File: src/rtl/uart_pkg.sv
// Shared types and character constants for the UART echo engine.
// Pure declarations; no timing or backpressure of its own.
package uart_pkg;

    typedef enum logic [1:0] {
        MODE_ECHO  = 2'd0,
        MODE_UPPER = 2'd1,
        MODE_CRLF  = 2'd2,
        MODE_LINE  = 2'd3
    } mode_t;

    typedef enum logic [1:0] {
        IDLE    = 2'd0,
        SEND    = 2'd1,
        GAP     = 2'd2,
        SEND_LF = 2'd3
    } state_t;

    localparam logic [7:0] CHAR_CR    = 8'h0D;
    localparam logic [7:0] CHAR_LF    = 8'h0A;
    localparam logic [7:0] LOWER_A    = 8'h61;
    localparam logic [7:0] LOWER_Z    = 8'h7A;
    localparam logic [7:0] CASE_DELTA = 8'h20;

    function automatic logic is_lower(input logic [7:0] c);
        return (c >= LOWER_A) && (c <= LOWER_Z);
    endfunction

endpackage

File: src/rtl/uart_echo_fifo_if.sv
// Receive strobe, transmit handshake and status bundle of the echo engine.
// Master is the SoC/UART side; slave is the echo engine.
interface uart_echo_fifo_if #(
    parameter int Width = 8,
    parameter int AW    = 4
);
    logic [Width-1:0] RX_DATA;
    logic             RX_VALID;
    logic [Width-1:0] TX_DATA;
    logic             TX_OE;
    logic             TX_RDY;
    logic [1:0]       MODE;
    logic             CLR_OVR;
    logic             OVERRUN;
    logic [AW:0]      LEVEL;

    modport master (
        output RX_DATA, RX_VALID, TX_RDY, MODE, CLR_OVR,
        input  TX_DATA, TX_OE, OVERRUN, LEVEL
    );

    modport slave (
        input  RX_DATA, RX_VALID, TX_RDY, MODE, CLR_OVR,
        output TX_DATA, TX_OE, OVERRUN, LEVEL
    );
endinterface

File: src/rtl/uart_echo_fifo_fifo.sv
// Power-of-two synchronous FIFO with first-word fall-through read data.
// Count updates one cycle after push/pop; a push while full is accepted only alongside a pop.
module sync_fifo #(
    parameter int Width = 8,
    parameter int Depth = 16,
    parameter int AW    = $clog2(Depth)
) (
    input  logic             clk,
    input  logic             rst,
    input  logic             push,
    input  logic [Width-1:0] push_dat,
    input  logic             pop,
    output logic [Width-1:0] pop_dat,
    output logic             full,
    output logic             empty,
    output logic [AW:0]      count
);
    logic [Width-1:0] mem_q [Depth];
    logic [AW-1:0]    wr_ptr_q, wr_ptr_d;
    logic [AW-1:0]    rd_ptr_q, rd_ptr_d;
    logic [AW:0]      count_q, count_d;
    logic             do_push, do_pop;

    assign full    = (count_q == (AW+1)'(Depth));
    assign empty   = (count_q == '0);
    assign count   = count_q;
    assign pop_dat = mem_q[rd_ptr_q];

    always_comb begin
        do_pop   = pop && !empty;
        do_push  = push && (!full || do_pop);
        wr_ptr_d = wr_ptr_q;
        rd_ptr_d = rd_ptr_q;
        count_d  = count_q;
        if (do_push) wr_ptr_d = wr_ptr_q + AW'(1);
        if (do_pop)  rd_ptr_d = rd_ptr_q + AW'(1);
        if (do_push && !do_pop)      count_d = count_q + (AW+1)'(1);
        else if (!do_push && do_pop) count_d = count_q - (AW+1)'(1);
    end

    always_ff @(posedge clk or posedge rst) begin
        if (rst) begin
            wr_ptr_q <= '0;
            rd_ptr_q <= '0;
            count_q  <= '0;
        end else begin
            wr_ptr_q <= wr_ptr_d;
            rd_ptr_q <= rd_ptr_d;
            count_q  <= count_d;
        end
    end

    // Storage needs no reset: occupancy alone defines what is valid.
    always_ff @(posedge clk) begin
        if (do_push) mem_q[wr_ptr_q] <= push_dat;
    end
endmodule

File: src/rtl/uart_echo_fifo.sv
// Buffered UART echo with uppercase, CR->CRLF and line-release modes, plus overrun/level status.
// First TX_OE two cycles after RX_VALID into an empty FIFO; pops only when TX_RDY is high, drops on full.
module uart_echo_fifo
    import uart_pkg::*;
#(
    parameter int Width = 8,
    parameter int Depth = 16,
    parameter int AW    = $clog2(Depth)
) (
    input logic               CLK,
    input logic               RST,
    uart_echo_fifo_if.slave   bus
);
    localparam int WX = (Width > 8) ? Width : 8;
    localparam logic [AW:0] CNT_ONE = (AW+1)'(1);

    logic [Width-1:0] pop_dat;
    logic [WX-1:0]    rx_ext, pop_ext;
    logic             full, empty;
    logic [AW:0]      level;
    logic             push, pop, drop, rx_cr, pop_cr, release_ok;
    mode_t            mode_in;

    state_t           state_q, state_d;
    mode_t            mode_q, mode_d;
    logic             lf_q, lf_d;
    logic [Width-1:0] tx_data_q, tx_data_d;
    logic             tx_oe_q, tx_oe_d;
    logic             ovr_q, ovr_d;
    logic [AW:0]      lcnt_q, lcnt_d;
    logic             flush_q, flush_d;
    logic [Width-1:0] xform;

    sync_fifo #(.Width(Width), .Depth(Depth), .AW(AW)) u_fifo (
        .clk      (CLK),
        .rst      (RST),
        .push     (push),
        .push_dat (bus.RX_DATA),
        .pop      (pop),
        .pop_dat  (pop_dat),
        .full     (full),
        .empty    (empty),
        .count    (level)
    );

    // Character-aware modes only exist for byte-wide words.
    assign mode_in    = (Width == 8) ? mode_t'(bus.MODE) : MODE_ECHO;
    assign rx_ext     = WX'(bus.RX_DATA);
    assign pop_ext    = WX'(pop_dat);
    assign rx_cr      = (Width == 8) && (rx_ext == WX'(CHAR_CR));
    assign pop_cr     = (Width == 8) && (pop_ext == WX'(CHAR_CR));
    assign release_ok = (mode_in != MODE_LINE) || (lcnt_q != '0) || flush_q;
    assign pop        = (state_q == IDLE) && !empty && bus.TX_RDY && release_ok;
    assign push       = bus.RX_VALID && (!full || pop);
    assign drop       = bus.RX_VALID && !push;

    always_comb begin
        xform = pop_dat;
        if (mode_in == MODE_UPPER && is_lower(pop_ext[7:0]))
            xform = Width'(pop_ext[7:0] - CASE_DELTA);
    end

    always_comb begin
        state_d   = state_q;
        mode_d    = mode_q;
        lf_d      = lf_q;
        tx_data_d = tx_data_q;
        tx_oe_d   = 1'b0;
        unique case (state_q)
            IDLE: begin
                if (pop) begin
                    mode_d    = mode_in;
                    tx_data_d = xform;
                    tx_oe_d   = 1'b1;
                    lf_d      = (mode_in == MODE_CRLF) && pop_cr;
                    state_d   = SEND;
                end
            end
            SEND:    state_d = GAP;
            GAP:     state_d = (mode_q == MODE_CRLF && lf_q) ? SEND_LF : IDLE;
            SEND_LF: begin
                if (bus.TX_RDY) begin
                    tx_data_d = Width'(CHAR_LF);
                    tx_oe_d   = 1'b1;
                    lf_d      = 1'b0;
                    state_d   = GAP;
                end
            end
            default: state_d = IDLE;
        endcase
    end

    always_comb begin
        ovr_d = ovr_q;
        if (drop)             ovr_d = 1'b1;
        else if (bus.CLR_OVR) ovr_d = 1'b0;

        lcnt_d = lcnt_q;
        if ((push && rx_cr) && !(pop && pop_cr))      lcnt_d = lcnt_q + CNT_ONE;
        else if (!(push && rx_cr) && (pop && pop_cr)) lcnt_d = lcnt_q - CNT_ONE;

        // A full FIFO with no complete line would deadlock line mode; drain it all.
        flush_d = flush_q;
        if (empty)
            flush_d = 1'b0;
        else if (full && lcnt_q == '0 && mode_in == MODE_LINE)
            flush_d = 1'b1;
    end

    always_ff @(posedge CLK or posedge RST) begin
        if (RST) begin
            state_q   <= IDLE;
            mode_q    <= MODE_ECHO;
            lf_q      <= 1'b0;
            tx_data_q <= '0;
            tx_oe_q   <= 1'b0;
            ovr_q     <= 1'b0;
            lcnt_q    <= '0;
            flush_q   <= 1'b0;
        end else begin
            state_q   <= state_d;
            mode_q    <= mode_d;
            lf_q      <= lf_d;
            tx_data_q <= tx_data_d;
            tx_oe_q   <= tx_oe_d;
            ovr_q     <= ovr_d;
            lcnt_q    <= lcnt_d;
            flush_q   <= flush_d;
        end
    end

    assign bus.TX_DATA = tx_data_q;
    assign bus.TX_OE   = tx_oe_q;
    assign bus.OVERRUN = ovr_q;
    assign bus.LEVEL   = level;
endmodule

File: src/flat_wrapper.sv
// flat-port wrapper written by rule: the top's interface ports become plain ports
module uart_echo_fifo_flat import uart_pkg::*;
#(
    parameter int Width = 8,
    parameter int Depth = 16,
    parameter int AW    = $clog2(Depth)
)
  (CLK, RST, bus_RX_DATA, bus_RX_VALID, bus_TX_RDY, bus_MODE, bus_CLR_OVR, bus_TX_DATA, bus_TX_OE, bus_OVERRUN, bus_LEVEL);
  uart_echo_fifo_if #(.Width(Width), .AW(AW)) bus_i ();
  input logic CLK;
  input logic RST;
  input wire logic [$bits(bus_i.RX_DATA)-1:0] bus_RX_DATA;
  input wire logic [$bits(bus_i.RX_VALID)-1:0] bus_RX_VALID;
  input wire logic [$bits(bus_i.TX_RDY)-1:0] bus_TX_RDY;
  input wire logic [$bits(bus_i.MODE)-1:0] bus_MODE;
  input wire logic [$bits(bus_i.CLR_OVR)-1:0] bus_CLR_OVR;
  output wire logic [$bits(bus_i.TX_DATA)-1:0] bus_TX_DATA;
  output wire logic [$bits(bus_i.TX_OE)-1:0] bus_TX_OE;
  output wire logic [$bits(bus_i.OVERRUN)-1:0] bus_OVERRUN;
  output wire logic [$bits(bus_i.LEVEL)-1:0] bus_LEVEL;
  assign bus_i.RX_DATA = bus_RX_DATA;
  assign bus_i.RX_VALID = bus_RX_VALID;
  assign bus_i.TX_RDY = bus_TX_RDY;
  assign bus_i.MODE = bus_MODE;
  assign bus_i.CLR_OVR = bus_CLR_OVR;
  assign bus_TX_DATA = bus_i.TX_DATA;
  assign bus_TX_OE = bus_i.TX_OE;
  assign bus_OVERRUN = bus_i.OVERRUN;
  assign bus_LEVEL = bus_i.LEVEL;
  uart_echo_fifo #(.Width(Width), .Depth(Depth), .AW(AW)) u_core (.CLK(CLK), .RST(RST), .bus(bus_i));
endmodule
File: config.mk
export PLATFORM = sky130hd
export DESIGN_NAME = uart_echo_fifo_flat
export DESIGN_NICKNAME = d
export VERILOG_FILES = /design/src/rtl/uart_pkg.sv /design/src/rtl/uart_echo_fifo_if.sv /design/src/rtl/uart_echo_fifo_fifo.sv /design/src/rtl/uart_echo_fifo.sv /design/src/flat_wrapper.sv
export SDC_FILE = /design/constraint.sdc
export NUM_CORES = 1
export LEC_CHECK = 0
export ABC_AREA = 1
export CORE_MARGIN = 2
export CORE_UTILIZATION = 50
export DETAILED_ROUTE_END_ITERATION = 6
export PLACE_DENSITY_LB_ADDON = 0.3
export SYNTH_ARGS = -nofsm -noshare
export SYNTH_HDL_FRONTEND = slang
export SYNTH_SLANG_ARGS = --single-unit
File: constraint.sdc
create_clock -name CLK -period 2.9 [get_ports CLK]
set_input_delay 0.58 -clock CLK [delete_from_list [all_inputs] [get_ports CLK]]
set_output_delay 0.58 -clock CLK [all_outputs]
set_load 0.03 [all_outputs]
# == Word-level counts from Yosys, hierarchy flattened ==
# Memories as Yosys holds them, arrays and structs flattened.
# Cells that the tools add are included.
# W data, S select, Z words.
# op_classes
add_sub_neg,7
magnitude_cmp,2
eq_ne,13
muxes,24
reduce_logical,42
# op_table
op,n
$mux W8,3
$mux W5,4
$logic_and A1 B1 Y1,19
$eq A8 B4 Y1 const B,2
$pmux W8 S2,1
$add A5 B1 Y5 const B,2
$eq A2 B2 Y1 const B,5
$logic_not A5 Y1,2
$mux W1,10
$reduce_bool A2 Y1,5
$sub A5 B1 Y5 const B,2
$add A4 B1 Y4 const B,2
$ge A8 B7 Y1 const B,1
$le A8 B7 Y1 const B,1
$pmux W2 S4,1
$sub A8 B6 Y8 const B,1
$logic_not A1 Y1,7
$mux W2,3
$eq A5 B5 Y1 const B,1
$reduce_bool A5 Y1,1
$eq A2 B1 Y1 const B,2
$logic_or A1 B1 Y1,4
$ne A2 B2 Y1 const B,2
$pmux W1 S2,2
4 further kinds,5
# word_totals
register_bits,34
ram_bits,128
inputBits,15
out_inout_bits,15
elab_cells,100
n_memories,1
# mem_list
name,depth,width,read_ports,rd_clocked_by_memory_dff,wr,line,rtl
u_core.u_fifo.mem_q,16,8,1,0,1,uart_echo_fifo_fifo.sv:18,logic [Width-1:0] mem_q [Depth];

# == Longest topological paths before layout ==
# logic_depth
ltp_word,12
mapped_depth,23

# == By module ==
# Synthesis repeated with hierarchy kept, for this count alone.
# unflattened
hier_cells,802
hier_area_um2,7712.4
# by_module_without_submodules
mod,instances,cells_each,area_each_um2,seq_area_each_um2
sync_fifo,1,630,6359.8,4169.0
uart_echo_fifo,1,172,1352.5,525.5

# == Least setup slack after synthesis ==
# OpenSTA, ideal clock, no wires.
# synth_timing
path_type,register -> register
startpoint,reg u_core.u_fifo.rd_ptr_q[0]
endpoint,reg u_core.lcnt_q[4]
t_arrival_ps,2650
t_required_ps,2775
path_slack_ps,125
path_stages_with_launch,22
path_buffers,3
cell_sequence,dfrtp_1 -> buf_6 -> inv_4 -> buf_6 -> buf_6 -> nand2_1 -> nand3_1 -> nand3_1 -> nand3_1 -> nand2_2 -> nor4_2 -> nand3_1 -> ha_1 -> inv_1 -> ha_1 -> a21oi_1 -> nor2_1 -> nor2_1 -> nand2_1 -> nand2_1 -> nor2_1 -> xor2_1
# synth_between
elab_chain_cells,6
# synth_rtl
element,line,rtl
from (decl),uart_echo_fifo_fifo.sv:20,"logic [AW-1:0] rd_ptr_q, rd_ptr_d;"
from (signal assigned),uart_echo_fifo_fifo.sv:48,rd_ptr_q <= rd_ptr_d;
$mem_v2 Z16 W8 (*),n/a,
$eq A8 B4 Y1 (*),uart_echo_fifo.sv:51,assign pop_cr = (Width == 8) && (pop_ext == WX'(CHAR_CR));
$logic_and A1 B1 Y1 (*),"uart_echo_fifo.sv:99, uart_echo_fifo.sv:100",
$logic_not A1 Y1,uart_echo_fifo.sv:99,if ((push && rx_cr) && !(pop && pop_cr)) lcnt_d = lcnt_q + CNT_ONE;
$logic_and A1 B1 Y1,uart_echo_fifo.sv:99,
$mux W5 / $reduce_bool A2 Y1 (equally long branches),n/a,
to (signal assigned),uart_echo_fifo.sv:127,lcnt_q <= lcnt_d;
to (decl),uart_echo_fifo.sv:30,"logic [AW:0] lcnt_q, lcnt_d;"
# Mark *: on every way between the ends. The rest lies on a longest branch, timed or not.
# A chain may end at the register's enable or synchronous reset.

# == Final worst setup path ==
# layout_timing
startpoint,reg u_core.u_fifo.rd_ptr_q[0]
endpoint,reg u_core.lcnt_q[3]
# Same word-level chain as after synthesis.

==> results.md <==
* Fin crit period at 3000 ps
* CP Data Required Time at 3250 ps
* Slew margin rel. at 39.6%
* GR Util All Layers at between 20% and 30%
* Area contributors post-synth: edfxtp_1 (52%), dfrtp_1 (12%), nand2_1 (11%), nand3_1 (5.1%), inv_1 (4.2%)
* Worst setup SP type: flop
* Hold path start: u_core.bus.TX_DATA[5]
* Type of the most critical hold path: reg2reg
* WL final at between 15000 and 20000 um
* EDFF count, synth at roughly 130
* Cell area after layout at around 9200 sq um
* Final hold violation count at 0
* Largest net degree at the start of global routing at 36
* Die area at about 16000 sq um
* Setup-failing EPs final at 2
* Power Dens Cells at about 1100 nW/um^2
* Antenna diode count at 0
* Worst-Margin Slew at 902 ps
* Final non-filler cell total at 1031
* Post-synth top area share at between 50 and 60%
* Synth cell types at 34
* Layout cell share with drive strength beyond 1 at between 10% and 20%
* Register bit count reported by yosys at ~160
* Via count at approximately 5400
* # clock sinks at roughly 160
* # rows at 44
* Hold slack at between 400 and 500 ps
* Total congestion overflow at 0
* Buffers added on ports at 29
* Most used DFF post-synth: edfxtp_1
* Nets@finish at ~870
* Worst-Skew Late Latency at about 430 ps
* Yosys Warn Count at 0
* Hpwl dp at 11200 um
* Violations in the final reports: negative setup slack
* Initial antenna violation count at 0
* Leak at slightly below 4 nW
* Peak supply drop at 0.619 mV
* DRC at 0
* Data arrival, critical path at around 3300 ps
* Die Height at between 100 and 150 um
* RSZ-0062 raised after global routing: true
* Fillers at 1096
* Avg Cell Area, Syn at between 10 and 15 sq um
* Cell count after synthesis at 736
* Clock Tree Buf Depth at 2
* Boundary Pins at 30
* Max-capacitance violation count at 0
* Setup WS post-layout at -96.5 ps
* CP Class: reg2reg
* Clock transition at path regs at approximately 60 ps
* Mapped cell area at ~7400 sq um
* Part of the cycle the worst path needs at 103%
* First-pass GRT wire length at around 27000 um
* Mapped Nets at approximately 770
* Per-cell routed wire length at 16.6 um
* Layout area overhead at 24.6%
* Crit Reg-Reg Startpoint: u_core.u_fifo.rd_ptr_q[0]
* CP endpoint kind: flop
* Core area at 14500 sq um
* Register area share after synthesis at between 60% and 70%
* Cell taking the most area after synthesis: edfxtp_1
* CTS Buf Count at 17
* Final Power at 0.00977 W
* Initial Utilization at 51.1%
* Pre-Repair DR Iteration Count at 5
* Area occupied by multi-input gates at roughly 2400 sq um
* H-tree levels at 4
* Max Clock Freq at approximately 330 MHz
* Routability Congestion at roughly 0.88
* Post-route ant nets at 0
* Post-synth top cells: nand2_1 (222), edfxtp_1 (128), inv_1 (83)
* Status: complete, but fails checks
* Register area at approximately 4700 sq um
* Vias in the first global route at 5296
* Placed cells at approximately 990
* Slew Limit Fails at 0
* Crit-path max FO at 15
* Horiz. Die Dim at between 100 and 150 um
* DRT iter0 DRCs at around 560
* Crit path from: u_core.u_fifo.rd_ptr_q[0]
* Worst Skew at 10.5 ps
* Via density at ~5.3
* Cell with the most instances after synthesis: nand2_1
* CTS tree: done
* CTS Root Cell: clkbuf_16
* Post-DP Area at just over 8000 sq um
* Post-synth ARST share at between 20% and 30%
==> through the flow <==
| step | worst slack [ps] | util, % | TNS [ps] |
|---|---|---|---|
| 2_1_floorplan | 125 | - | 0 |
| 3_3_place_gp | -179 | 57.3 | -3190 |
| 3_5_place_dp | -305 | 57.3 | -5810 |
| 4_1_cts | -91.6 | 62.3 | -166 |
| 5_1_grt | -286 | 63.7 | -698 |
| 6_report | -96.5 | 63.7 | -187 |
==> timing repair <==
action                                  in CTS  in global routing
endpoints found under the setup margin       3                  6
buffers inserted                             3                  7
hold buffers                                 0                  0
resized for setup                           28                 33
pin swaps                                   15                 25
cloned                                       0                  2
==> report_power, final <==
group | internal [W] | switching, W | leakage (nW)
Clock | 0.00135 | 0.000885 | 0.280
Combinational | 0.00177 | 0.00263 | 2.08
Sequential | 0.00291 | 0.000225 | 1.57
==> flip-flops by register name, indices dropped and copies added, names as in the netlist <==
register,cells
u_core.state_q,2
u_core.flush_q,1
u_core.u_fifo.count,5
u_core.bus.TX_DATA,8
u_core.bus.OVERRUN,1
u_core.lcnt_q,5
u_core.mode_q,2
u_core.u_fifo.wr_ptr_q,4
u_core.u_fifo.mem_q,128
u_core.u_fifo.rd_ptr_q,4
u_core.lf_q,1
u_core.bus.TX_OE,1
==> area by class of cell <==
cell class / instances / share of cell area, %
clock buffer: 19 / 4.70
clock inverter: 12 / 1.66
inverter: 90 / 3.88
multi-input combinational: 458 / 26.0
sequential: 162 / 50.9
tap: 184 / 2.50
timing repair buffer: 105 / 10.3
timing repair inverter: 1 / 0.0950
==> final timing paths <==
check | end | depth (start not counted) | slack, ps
worst min register to register | u_core.bus.TX_DATA[5] | 2 | 480
worst max-delay path | u_core.lcnt_q[3] | 19 | -100
min in group asynchronous | u_core.u_fifo.wr_ptr_q[2] | 3 | 560
worst min-delay path | u_core.bus.TX_DATA[5] | 2 | 480
worst max register to register | u_core.lcnt_q[3] | 19 | -100
max in group asynchronous | u_core.u_fifo.rd_ptr_q[0] | 3 | 1990
==> layout by cell type (no fill, tap or decap), types with 4 or more instances in the layout <==
cell type / Yosys / final
nand2_1: 222 / 215
edfxtp_1: 128 / 128
inv_1: 83 / 80
buf_4: 2 / 65
nand3_1: 76 / 64
nor2_1: 60 / 53
dfrtp_1: 34 / 33
clkdlybuf4s50_1: 0 / 29
clkbuf_16: 0 / 18
ha_1: 19 / 15
o21ai_0: 16 / 14
o21ai_1: 10 / 12
a21oi_1: 14 / 12
nand3_2: 0 / 12
nand2_2: 3 / 8
xor2_1: 8 / 8
nor2_2: 1 / 8
nand4_1: 7 / 7
inv_6: 0 / 6
buf_6: 4 / 6
clkinv_1: 3 / 5
inv_2: 3 / 4
o211ai_1: 4 / 4
ha_4: 0 / 4
==> metal layers <==
layer	global-route usage, %	part of all wire [%]
met5	0	0
met4	10.5	4.0
met3	5.14	6.2
met2	36.2	48
met1	27.9	42
==> worst max-delay path: stages (launching register included) <==
cell and delay [ps]:
dfrtp_2 440, buf_4 170, buf_12 150, nor2_2 110, nor2_1 50, o21ai_1 80
nand3_1 160, nand3_2 130, nand2_4 70, nor4_4 300, nand3_2 140, ha_4 200
inv_6 80, ha_4 210, buf_4 140, a21oi_2 110, inv_1 60, o21ai_1 140
a21oi_1 60, a21oi_1 120
==> kinds of logic (layout without fill, tap and decap cells) <==
logic type | Yosys count | after routing | share of synthesized area (%)
flip-flops | 162 | 162 | 63.5
adder cells (fa/ha/maj) | 21 | 21 | 3.75
buffers and inverters | 116 | 227 | 6.73
AND/OR/NAND/NOR | 380 | 380 | 21.4
AO/OA/AOI/OAI | 47 | 47 | 3.43
XOR/XNOR | 10 | 10 | 1.18
Power figures use the tool's default switching activity.
